$ cat src/rtl/opcode_selector_if.sv
// Button inputs and opcode/status outputs of the opcode selector, bundled for the calculator top.
interface opcode_selector_if;
    logic       btn_next_i;
    logic       btn_prev_i;
    logic [3:0] opcode_o;
    logic       step_pulse_o;
    logic       next_level_o;
    logic       prev_level_o;

    modport master (
        output btn_next_i,
        output btn_prev_i,
        input  opcode_o,
        input  step_pulse_o,
        input  next_level_o,
        input  prev_level_o
    );

    modport slave (
        input  btn_next_i,
        input  btn_prev_i,
        output opcode_o,
        output step_pulse_o,
        output next_level_o,
        output prev_level_o
    );
endinterface

$ cat src/rtl/opcode_selector.sv
// Push-button opcode stepper: per-button synchronizer, debouncer and press detector,
// feeding a wrapping opcode-index FSM whose registered opcode drives the ALU.
module opcode_selector_button #(
    parameter int DEBOUNCE_CYCLES = 500000,
    parameter int BTN_ACTIVE_LOW  = 1
) (
    input  logic clk,
    input  logic rst,
    input  logic raw_btn,
    output logic level,
    output logic press
);
    localparam int             CW   = $clog2(DEBOUNCE_CYCLES + 1);
    localparam logic [CW-1:0]  LAST = CW'(DEBOUNCE_CYCLES - 1);

    logic          pressed_raw;
    logic          sync_meta;
    logic          sync_q;
    logic          stable;
    logic          stable_d;
    logic [CW-1:0] count;

    assign pressed_raw = (BTN_ACTIVE_LOW != 0) ? ~raw_btn : raw_btn;

    always_ff @(posedge clk) begin
        if (rst) begin
            sync_meta <= 1'b0;
            sync_q    <= 1'b0;
        end else begin
            sync_meta <= pressed_raw;
            sync_q    <= sync_meta;
        end
    end

    // A new level is accepted only after it has persisted for DEBOUNCE_CYCLES
    // consecutive cycles; any return to the accepted level restarts the count.
    always_ff @(posedge clk) begin
        if (rst) begin
            stable <= 1'b0;
            count  <= '0;
        end else if (sync_q == stable) begin
            count <= '0;
        end else if (count == LAST) begin
            stable <= sync_q;
            count  <= '0;
        end else begin
            count <= count + CW'(1);
        end
    end

    always_ff @(posedge clk) begin
        if (rst) begin
            stable_d <= 1'b0;
        end else begin
            stable_d <= stable;
        end
    end

    assign level = stable;
    assign press = stable & ~stable_d;
endmodule

module opcode_selector #(
    parameter int DEBOUNCE_CYCLES = 500000,
    parameter int BTN_ACTIVE_LOW  = 1
) (
    input  logic          clk_i,
    input  logic          rst_i,
    opcode_selector_if.slave bus
);
    typedef enum logic [3:0] {
        IDX_0 = 4'd0,
        IDX_1 = 4'd1,
        IDX_2 = 4'd2,
        IDX_3 = 4'd3,
        IDX_4 = 4'd4,
        IDX_5 = 4'd5,
        IDX_6 = 4'd6,
        IDX_7 = 4'd7,
        IDX_8 = 4'd8,
        IDX_9 = 4'd9
    } idx_t;

    logic       next_level;
    logic       prev_level;
    logic       next_press;
    logic       prev_press;
    idx_t       idx_q;
    idx_t       idx_d;
    idx_t       idx_up;
    idx_t       idx_dn;
    logic       idx_bad;
    logic [3:0] opcode_q;
    logic [3:0] opcode_d;
    logic       pulse_q;
    logic       pulse_d;

    function automatic logic [3:0] opcode_of(input idx_t idx);
        logic [3:0] op;
        op = 4'd6;
        case (idx)
            IDX_0:   op = 4'd0;
            IDX_1:   op = 4'd1;
            IDX_2:   op = 4'd2;
            IDX_3:   op = 4'd3;
            IDX_4:   op = 4'd4;
            IDX_5:   op = 4'd5;
            IDX_6:   op = 4'd6;
            IDX_7:   op = 4'd7;
            IDX_8:   op = 4'd9;
            IDX_9:   op = 4'd14;
            default: op = 4'd6;
        endcase
        return op;
    endfunction

    opcode_selector_button #(
        .DEBOUNCE_CYCLES (DEBOUNCE_CYCLES),
        .BTN_ACTIVE_LOW  (BTN_ACTIVE_LOW)
    ) u_next_btn (
        .clk     (clk_i),
        .rst     (rst_i),
        .raw_btn (bus.btn_next_i),
        .level   (next_level),
        .press   (next_press)
    );

    opcode_selector_button #(
        .DEBOUNCE_CYCLES (DEBOUNCE_CYCLES),
        .BTN_ACTIVE_LOW  (BTN_ACTIVE_LOW)
    ) u_prev_btn (
        .clk     (clk_i),
        .rst     (rst_i),
        .raw_btn (bus.btn_prev_i),
        .level   (prev_level),
        .press   (prev_press)
    );

    always_ff @(posedge clk_i) begin
        if (rst_i) begin
            idx_q    <= IDX_6;
            opcode_q <= 4'd6;
            pulse_q  <= 1'b0;
        end else begin
            idx_q    <= idx_d;
            opcode_q <= opcode_d;
            pulse_q  <= pulse_d;
        end
    end

    // Encodings 10..15 cannot be reached; if one ever appears, recover to the reset index.
    always_comb begin
        idx_up  = IDX_6;
        idx_dn  = IDX_6;
        idx_bad = 1'b0;
        case (idx_q)
            IDX_0:   begin idx_up = IDX_1; idx_dn = IDX_9; end
            IDX_1:   begin idx_up = IDX_2; idx_dn = IDX_0; end
            IDX_2:   begin idx_up = IDX_3; idx_dn = IDX_1; end
            IDX_3:   begin idx_up = IDX_4; idx_dn = IDX_2; end
            IDX_4:   begin idx_up = IDX_5; idx_dn = IDX_3; end
            IDX_5:   begin idx_up = IDX_6; idx_dn = IDX_4; end
            IDX_6:   begin idx_up = IDX_7; idx_dn = IDX_5; end
            IDX_7:   begin idx_up = IDX_8; idx_dn = IDX_6; end
            IDX_8:   begin idx_up = IDX_9; idx_dn = IDX_7; end
            IDX_9:   begin idx_up = IDX_0; idx_dn = IDX_8; end
            default: idx_bad = 1'b1;
        endcase

        idx_d = idx_q;
        if (idx_bad) begin
            idx_d = IDX_6;
        end else if (next_press && !prev_press) begin
            idx_d = idx_up;
        end else if (prev_press && !next_press) begin
            idx_d = idx_dn;
        end

        opcode_d = opcode_of(idx_d);
        pulse_d  = (opcode_d != opcode_q);
    end

    assign bus.opcode_o     = opcode_q;
    assign bus.step_pulse_o = pulse_q;
    assign bus.next_level_o = next_level;
    assign bus.prev_level_o = prev_level;
endmodule

$ cat src/flat_wrapper.sv
// flat-port wrapper written by rule: the top's interface ports become plain ports
module opcode_selector_flat 
#(
    parameter int DEBOUNCE_CYCLES = 500000,
    parameter int BTN_ACTIVE_LOW  = 1
)
  (clk_i, rst_i, bus_btn_next_i, bus_btn_prev_i, bus_opcode_o, bus_step_pulse_o, bus_next_level_o, bus_prev_level_o);
  opcode_selector_if bus_i ();
  input  logic clk_i;
  input  logic rst_i;
  input wire logic [$bits(bus_i.btn_next_i)-1:0] bus_btn_next_i;
  input wire logic [$bits(bus_i.btn_prev_i)-1:0] bus_btn_prev_i;
  output wire logic [$bits(bus_i.opcode_o)-1:0] bus_opcode_o;
  output wire logic [$bits(bus_i.step_pulse_o)-1:0] bus_step_pulse_o;
  output wire logic [$bits(bus_i.next_level_o)-1:0] bus_next_level_o;
  output wire logic [$bits(bus_i.prev_level_o)-1:0] bus_prev_level_o;
  assign bus_i.btn_next_i = bus_btn_next_i;
  assign bus_i.btn_prev_i = bus_btn_prev_i;
  assign bus_opcode_o = bus_i.opcode_o;
  assign bus_step_pulse_o = bus_i.step_pulse_o;
  assign bus_next_level_o = bus_i.next_level_o;
  assign bus_prev_level_o = bus_i.prev_level_o;
  opcode_selector #(.DEBOUNCE_CYCLES(DEBOUNCE_CYCLES), .BTN_ACTIVE_LOW(BTN_ACTIVE_LOW)) u_core (.clk_i(clk_i), .rst_i(rst_i), .bus(bus_i));
endmodule
$ cat config.mk
export PLATFORM = sky130hd
export DESIGN_NAME = opcode_selector_flat
export DESIGN_NICKNAME = d
export VERILOG_FILES = /design/src/rtl/opcode_selector_if.sv /design/src/rtl/opcode_selector.sv /design/src/flat_wrapper.sv
export SDC_FILE = /design/constraint.sdc
export NUM_CORES = 1
export LEC_CHECK = 0
export CELL_PAD_IN_SITES_DETAIL_PLACEMENT = 0
export CELL_PAD_IN_SITES_GLOBAL_PLACEMENT = 2
export CORE_MARGIN = 3
export CORE_UTILIZATION = 37
export CTS_CLUSTER_SIZE = 25
export DETAILED_ROUTE_END_ITERATION = 12
export PLACE_DENSITY = 0.87
export SYNTH_ARGS = -nofsm -noshare
export SYNTH_HDL_FRONTEND = slang
export SYNTH_SLANG_ARGS = --single-unit
export TNS_END_PERCENT = 10
$ cat constraint.sdc
create_clock -name clk_i -period 2.7 [get_ports clk_i]
set_clock_uncertainty 0.15 [all_clocks]
set_input_delay 0.27 -clock clk_i [delete_from_list [all_inputs] [get_ports clk_i]]
set_output_delay 0.27 -clock clk_i [all_outputs]
set_load 0.1 [all_outputs]
==> results.json, run 1 <==
{
  "status": "finished, final reports clean",
  "yosysWarningCount": 0,
  "r2r_slack_ns": 0.63,
  "numCtsBuffers": 5,
  "mappedNetlistArea_sq_um": 2460,
  "clk_path_buf_depth": 2,
  "antenna_found_initial": 0,
  "synth_xor_area_frac": 0.135,
  "path_max_fanout": 15,
  "die_area_sq_um": 7660,
  "clk_latency_ns": 0.30,
  "reg2reg_from": "u_core.u_next_btn.count[0]",
  "p_leak_nw": 0.949,
  "fill_cells": 657,
  "wl_mm": 4.31,
  "dieWidth_microns": 87.5,
  "htree_levels": 2,
  "syn_inst": 280,
  "synth-seq-cells": 55,
  "synth_edf_count": 0,
  "synth_top_family_by_area": "simple AND/OR/NAND/NOR gates",
  "min_path_cells": 1,
  "num_rows": 29,
  "synthFlopType": "dfxtp_1",
  "hp-start": "u_core.u_prev_btn.sync_meta",
  "p_per_area_nw_per_um2": 485,
  "ff2ff_path_depth": 7,
  "placed_cell_area_sq_um": 2610,
  "detailedPlace.worstSlack_ns": 0.614,
  "tightest_slew_ns": 0.635,
  "final-seq-area_sq_um": 1100,
  "route.detailed.drc": 0,
  "fin_util": 0.424,
  "worstPathRequired_ns": 2.75,
  "yosysSeqAreaShare": 0.448,
  "drive_gt1_frac": 0.0853,
  "synthTopCellsByArea": "dfxtp_1 (45%), nor2_1 (9.0%), xor2_1 (7.8%)",
  "grt-ovfl-total": 0,
  "endpoint_kind": "flip-flop",
  "setup_viol": 0,
  "postCtsSetupRepairBufs": 0,
  "portBuffers": 10,
  "rsz0062_at_grt": "false",
  "area_growth_pct": 10.2,
  "drtIter0Drc": 43,
  "min_path_type": "reg -> reg",
  "min_period_ns": 2.07,
  "gp_congestion": 0.767,
  "worstSetupStartpointType": "flip-flop",
  "startpoint": "u_core.u_next_btn.count[0]",
  "hold_violations": 0,
  "clkTransAtPathRegs_ns": 0.10,
  "synth_fa_ha_area_frac": 0.0102,
  "ant_nets": 0,
  "nets": 298,
  "synth_compound_area_frac": 0.0524,
  "fin_area_sq_um": 2710,
  "yosysUniqueCellTypes": 42,
  "drv_cap": 0,
  "setup_ws_ns": 0.634,
  "grt_util_all_layers": 0.126,
  "core_sq_um": 6390,
  "yosysTopAreaCellShare": 0.448,
  "cts_hold_buffers": 0,
  "vias_per_cell": 4.83,
  "fmax_ghz": 0.484,
  "worstSetupPathType": "reg -> reg",
  "synth-simple-area-share": 0.295,
  "cts-resized-gates": 0,
  "io_pins": 11,
  "synthArstFlopShare": 0,
  "yosysTopAreaCell": "dfxtp_1",
  "grt_pass1_vias": 1701,
  "cts_tree": "built",
  "drv_slew": 0,
  "vias": 1786,
  "peakVddDrop_v": 0.000305,
  "setup_tns_ns": 0,
  "crit_end": "u_core.u_next_btn.count[15]",
  "multiInputGateArea_sq_um": 1290,
  "clockRootBuffer": "clkbuf_8",
  "synth_fp_nets": 286,
  "worst-endpoint-arrival_ns": 2.12,
  "synthMuxAreaShare": 0.0326,
  "grt_max_degree": 20,
  "num_antenna_cells": 0,
  "avgSynthCellArea_sq_um": 8.78,
  "timing.hold.ws_ns": 0.302,
  "maxSlewHeadroom": 0.576,
  "dr.pass1.iters": 4,
  "clkSinkCount": 55,
  "start_util": 0.385,
  "r2r-end": "u_core.u_next_btn.count[15]",
  "period_share": 0.765,
  "die_y_microns": 87.5,
  "wl_per_cell_microns": 11.7,
  "grt_pass1_wl_mm": 7.80,
  "dpl.hpwl_mm": 2.99
}
-- registers in the layout, indices dropped and copies added, names as in the netlist --
signal,flops
u_core.bus.opcode_o,4
u_core.bus.step_pulse_o,1
u_core.idx_q,4
u_core.u_next_btn.count,19
u_core.u_next_btn.level,1
u_core.u_next_btn.stable_d,1
u_core.u_next_btn.sync_meta,1
u_core.u_next_btn.sync_q,1
u_core.u_prev_btn.count,19
u_core.u_prev_btn.level,1
u_core.u_prev_btn.stable_d,1
u_core.u_prev_btn.sync_meta,1
u_core.u_prev_btn.sync_q,1
-- placed cells by master (no fill, tap or decap), drive strengths merged, types with 2 or more instances in the layout --
cell type,n
nand4,6
ha,2
mux2i,5
inv,7
clkdlybuf4s50,3
nor2b,4
nand2b,5
or3,2
and3,10
mux2,2
nand2,21
o21ai,2
a21oi,2
xnor2,16
and4,4
dfxtp,55
a21o,2
nor2,61
and2,2
nor4,4
nand3,16
o211ai,2
nor3,7
clkbuf,7
buf,9
and2b,2
xor2,22
-- synth_stat cells (4+ instances only) --
cell      count
nand4_1       6
nor4_1        4
and4_1        4
nor3_1        6
xor2_1       22
nor2_1       59
mux2i_1       5
nand3_1      16
xnor2_1      16
and3_1       10
dfxtp_1      55
nor2b_1       4
nand2_1      21
nand2b_1      4
buf_2         4
inv_1         7
-- logic make-up (layout without fill, tap and decap cells) --
logic type / Yosys count / in the layout
AOI/OAI and AO/OA: 17 / 17
muxes: 7 / 7
buffers and inverters: 14 / 27
DFF: 55 / 55
xor gates and xnor gates: 38 / 38
and+or+nand+nor: 147 / 147
adders and majority gates: 2 / 2
-- where the power goes --
group          internal (mW)  total [mW]  switching, mW
Combinational        0.00855      0.0195         0.0109
Clock                  0.211       0.477          0.266
Sequential             0.814       0.816        0.00168
Total                   1.03        1.31          0.279
-- critical path, cell delays in order (launching register included) --
cell,delay (ns)
dfxtp_1,0.36
ha_1,0.19
and3_1,0.24
nand2_1,0.07
nor4_1,0.41
or3_1,0.26
buf_4,0.23
nor2_1,0.07
-- per-stage QoR --
step	std cells	power, mW
detailed placement	362	0.855
global route	370	1.36
CTS	370	1.33
floorplan	280	0.846
global placement	362	0.855
finish	370	1.31
-- how the worst min path moves through the flow --
| stage | end | slack [ns] |
|---|---|---|
| 5_1_grt | u_core.u_prev_btn.sync_meta | 0.32 |
| 2_1_floorplan | u_core.u_next_btn.sync_meta | 0.19 |
| 4_1_cts | u_core.u_next_btn.sync_meta | 0.30 |
| 6_report | u_core.u_prev_btn.sync_q | 0.30 |
| 3_3_place_gp | u_core.u_prev_btn.sync_q | 0.27 |
| 3_5_place_dp | u_core.u_prev_btn.sync_q | 0.28 |
-- area by class of cell --
| class | instances | share of cell area |
|---|---|---|
| flip-flops and latches | 55 | 0.407 |
| clock inverters | 1 | 0.00323 |
| well taps | 77 | 0.0356 |
| multi-input cells | 211 | 0.477 |
| repair buffers | 12 | 0.0360 |
| inverters | 7 | 0.00970 |
| clock buffers | 7 | 0.0319 |
-- per-layer routing --
metal,share of wire,global-route usage,vias to the layer above
met5,0,0,-
met4,0.0072,0.0460,0
met3,0.028,0.0341,2
met2,0.42,0.182,14
met1,0.54,0.180,807
li1,-,-,963
Power figures use the tool's default switching activity.
==> run 2: changes to the inputs <==
CORE_UTILIZATION = 33   (was 37)
PLACE_DENSITY = 0.83   (was 0.87)
clock period = 1.8 ns   (was 2.7 ns; I/O delays follow)
==> results.json, run 2 (same netlist as run 1, synthesis figures left out) <==
{
  "maxSlewHeadroom": 0.780,
  "cts_tree": "built",
  "layout_commonest_cell": "nor2_1",
  "setup_ws_ns": -0.0222,
  "path_max_fanout": 4,
  "min_path_type": "in -> reg",
  "clk_path_buf_depth": 2,
  "period_share": 1.01,
  "crit_end": "u_core.bus.step_pulse_o",
  "drv_cap": 0,
  "vias_per_cell": 4.63,
  "peakVddDrop_v": 0.000448,
  "clkTransAtPathRegs_ns": 0.10,
  "cts_hold_buffers": 0,
  "worstSetupStartpointType": "flip-flop",
  "num_antenna_cells": 0,
  "num_rows": 30,
  "gp_congestion": 0.794,
  "antenna_found_initial": 0,
  "clockRootBuffer": "clkbuf_8",
  "rsz0062_at_grt": "true",
  "violations": "setup timing",
  "route.detailed.drc": 0,
  "hold_violations": 0,
  "crit_path_max_incr_delay_ns": 0.33,
  "p_per_area_nw_per_um2": 574,
  "drv_slew": 0,
  "clkSinkCount": 55,
  "numCtsBuffers": 5,
  "status": "complete, but fails checks",
  "wl_mm": 5.04,
  "r2r_slack_ns": -0.02,
  "ant_nets": 0,
  "grt_pass1_wl_mm": 8.32,
  "power_switching_share": 0.220,
  "clock_power_share": 0.351,
  "final-seq-area_sq_um": 1120,
  "drive_gt1_frac": 0.336,
  "min_period_ns": 1.82,
  "clk_latency_ns": 0.30,
  "tightest_slew_ns": 0.328,
  "layout_common_cells": "nor2_1 (53), buf_4 (44), dfxtp_1 (44)",
  "wl_met1_mm": 2.56,
  "dieWidth_microns": 92.3,
  "r2r-end": "u_core.bus.step_pulse_o",
  "grt_pass1_vias": 1919,
  "power.total_mw": 1.95,
  "internal_power_mw": 1.52,
  "top_layer": "met4",
  "fin_util": 0.485,
  "crit_chain": "and2b_4, xnor2_1, mux2i_1, o211ai_1, a211oi_2, a21oi_2, a41oi_2",
  "worst-endpoint-arrival_ns": 1.86,
  "grt_max_degree": 20,
  "drtIter0Drc": 68,
  "seqPwrFrac": 0.625,
  "ff2ff_path_depth": 7,
  "multiInputGateArea_sq_um": 1460,
  "worstSetupPathType": "reg -> reg",
  "p_sw_uw": 430,
  "grt-ovfl-total": 0,
  "reg2reg_from": "u_core.u_next_btn.stable_d",
  "start_util": 0.350,
  "pwr-share-comb": 0.024,
  "io_pins": 11,
  "area_growth_pct": 38.5,
  "dpl.hpwl_mm": 3.38,
  "die_y_microns": 92.3,
  "reg_top3": "u_core.u_next_btn.count x19, u_core.u_prev_btn.count x19",
  "portBuffers": 10,
  "endpoint_kind": "flip-flop",
  "wl_met3_microns": 110,
  "wl_met2_mm": 2.30,
  "grt_util_all_layers": 0.119,
  "die_area_sq_um": 8520,
  "fmax_ghz": 0.549,
  "nets": 344,
  "htree_levels": 2,
  "p_leak_nw": 1.29,
  "vias": 2012,
  "wl_per_cell_microns": 11.6,
  "worstPathRequired_ns": 1.84,
  "setup_viol": 1,
  "dr.pass1.iters": 4,
  "core_sq_um": 7020,
  "fill_cells": 691,
  "startpoint": "u_core.u_next_btn.stable_d",
  "cpMaxStageDelayCell": "dfxtp_2"
}
run 2: cell type report:
cell class | instances | share of cell area
clock buffers | 5 | 0.0202
repair buffers | 58 | 0.171
multi-input cells | 211 | 0.430
well taps | 96 | 0.0353
flip-flops and latches | 55 | 0.329
inverters | 7 | 0.00772
clock inverters | 3 | 0.00662
run 2: how the worst min path moves through the flow:
stage                                start                          end  cells after the start
6_report                    bus_btn_next_i  u_core.u_next_btn.sync_meta                      2
5_1_grt                     bus_btn_next_i  u_core.u_next_btn.sync_meta                      2
4_1_cts                     bus_btn_next_i  u_core.u_next_btn.sync_meta                      2
3_5_place_dp   u_core.u_prev_btn.sync_meta     u_core.u_prev_btn.sync_q                      1
3_3_place_gp   u_core.u_prev_btn.sync_meta     u_core.u_prev_btn.sync_q                      1
2_1_floorplan               bus_btn_next_i  u_core.u_next_btn.sync_meta                      1
run 2: power groups by stage:
stage	combinational, mW	clock, mW	sequential (mW)
2_1_floorplan	0.0167	0	1.25
3_3_place_gp	0.0371	0	1.25
3_5_place_dp	0.0372	0	1.25
4_1_cts	0.0382	0.721	1.22
5_1_grt	0.0510	0.762	1.22
6_report	0.0472	0.685	1.22
run 2: what timing repair did:
| action | in CTS | in global routing |
|---|---|---|
| setup buffers | 1 | 8 |
| setup endpoints to repair | 21 | 45 |
| pin swaps | 6 | 10 |
| resized for setup | 15 | 33 |
| cloned | 0 | 3 |
run 2: metal layers:
layer,up-vias,GRT usage
met3,5,0.0292
met2,16,0.190
met1,935,0.155
met4,0,0.0421
met5,-,0
li1,1056,-
run 2: critical path, delay by kind of cell, from the launching register on:
family	cells	cell delay (ns)
AND/OR/NAND/NOR	1	0.29
XOR/XNOR	1	0.12
AO/OA/AOI/OAI	4	0.72
flip-flops	1	0.33
multiplexers	1	0.09
run 2: stage by stage:
stage	setup slack (ns)	hold WS [ns]	TNS [ns]	cell area [sq um]	cells
2_1_floorplan	-0.185	0.0967	-1.13	2460	280
4_1_cts	-0.0122	0.212	-0.0210	3160	424
6_report	-0.0222	0.223	-0.0222	3400	435
3_3_place_gp	-0.136	0.274	-2.53	3000	415
3_5_place_dp	-0.164	0.284	-3.17	3000	415
5_1_grt	-0.170	0.227	-1.27	3400	435
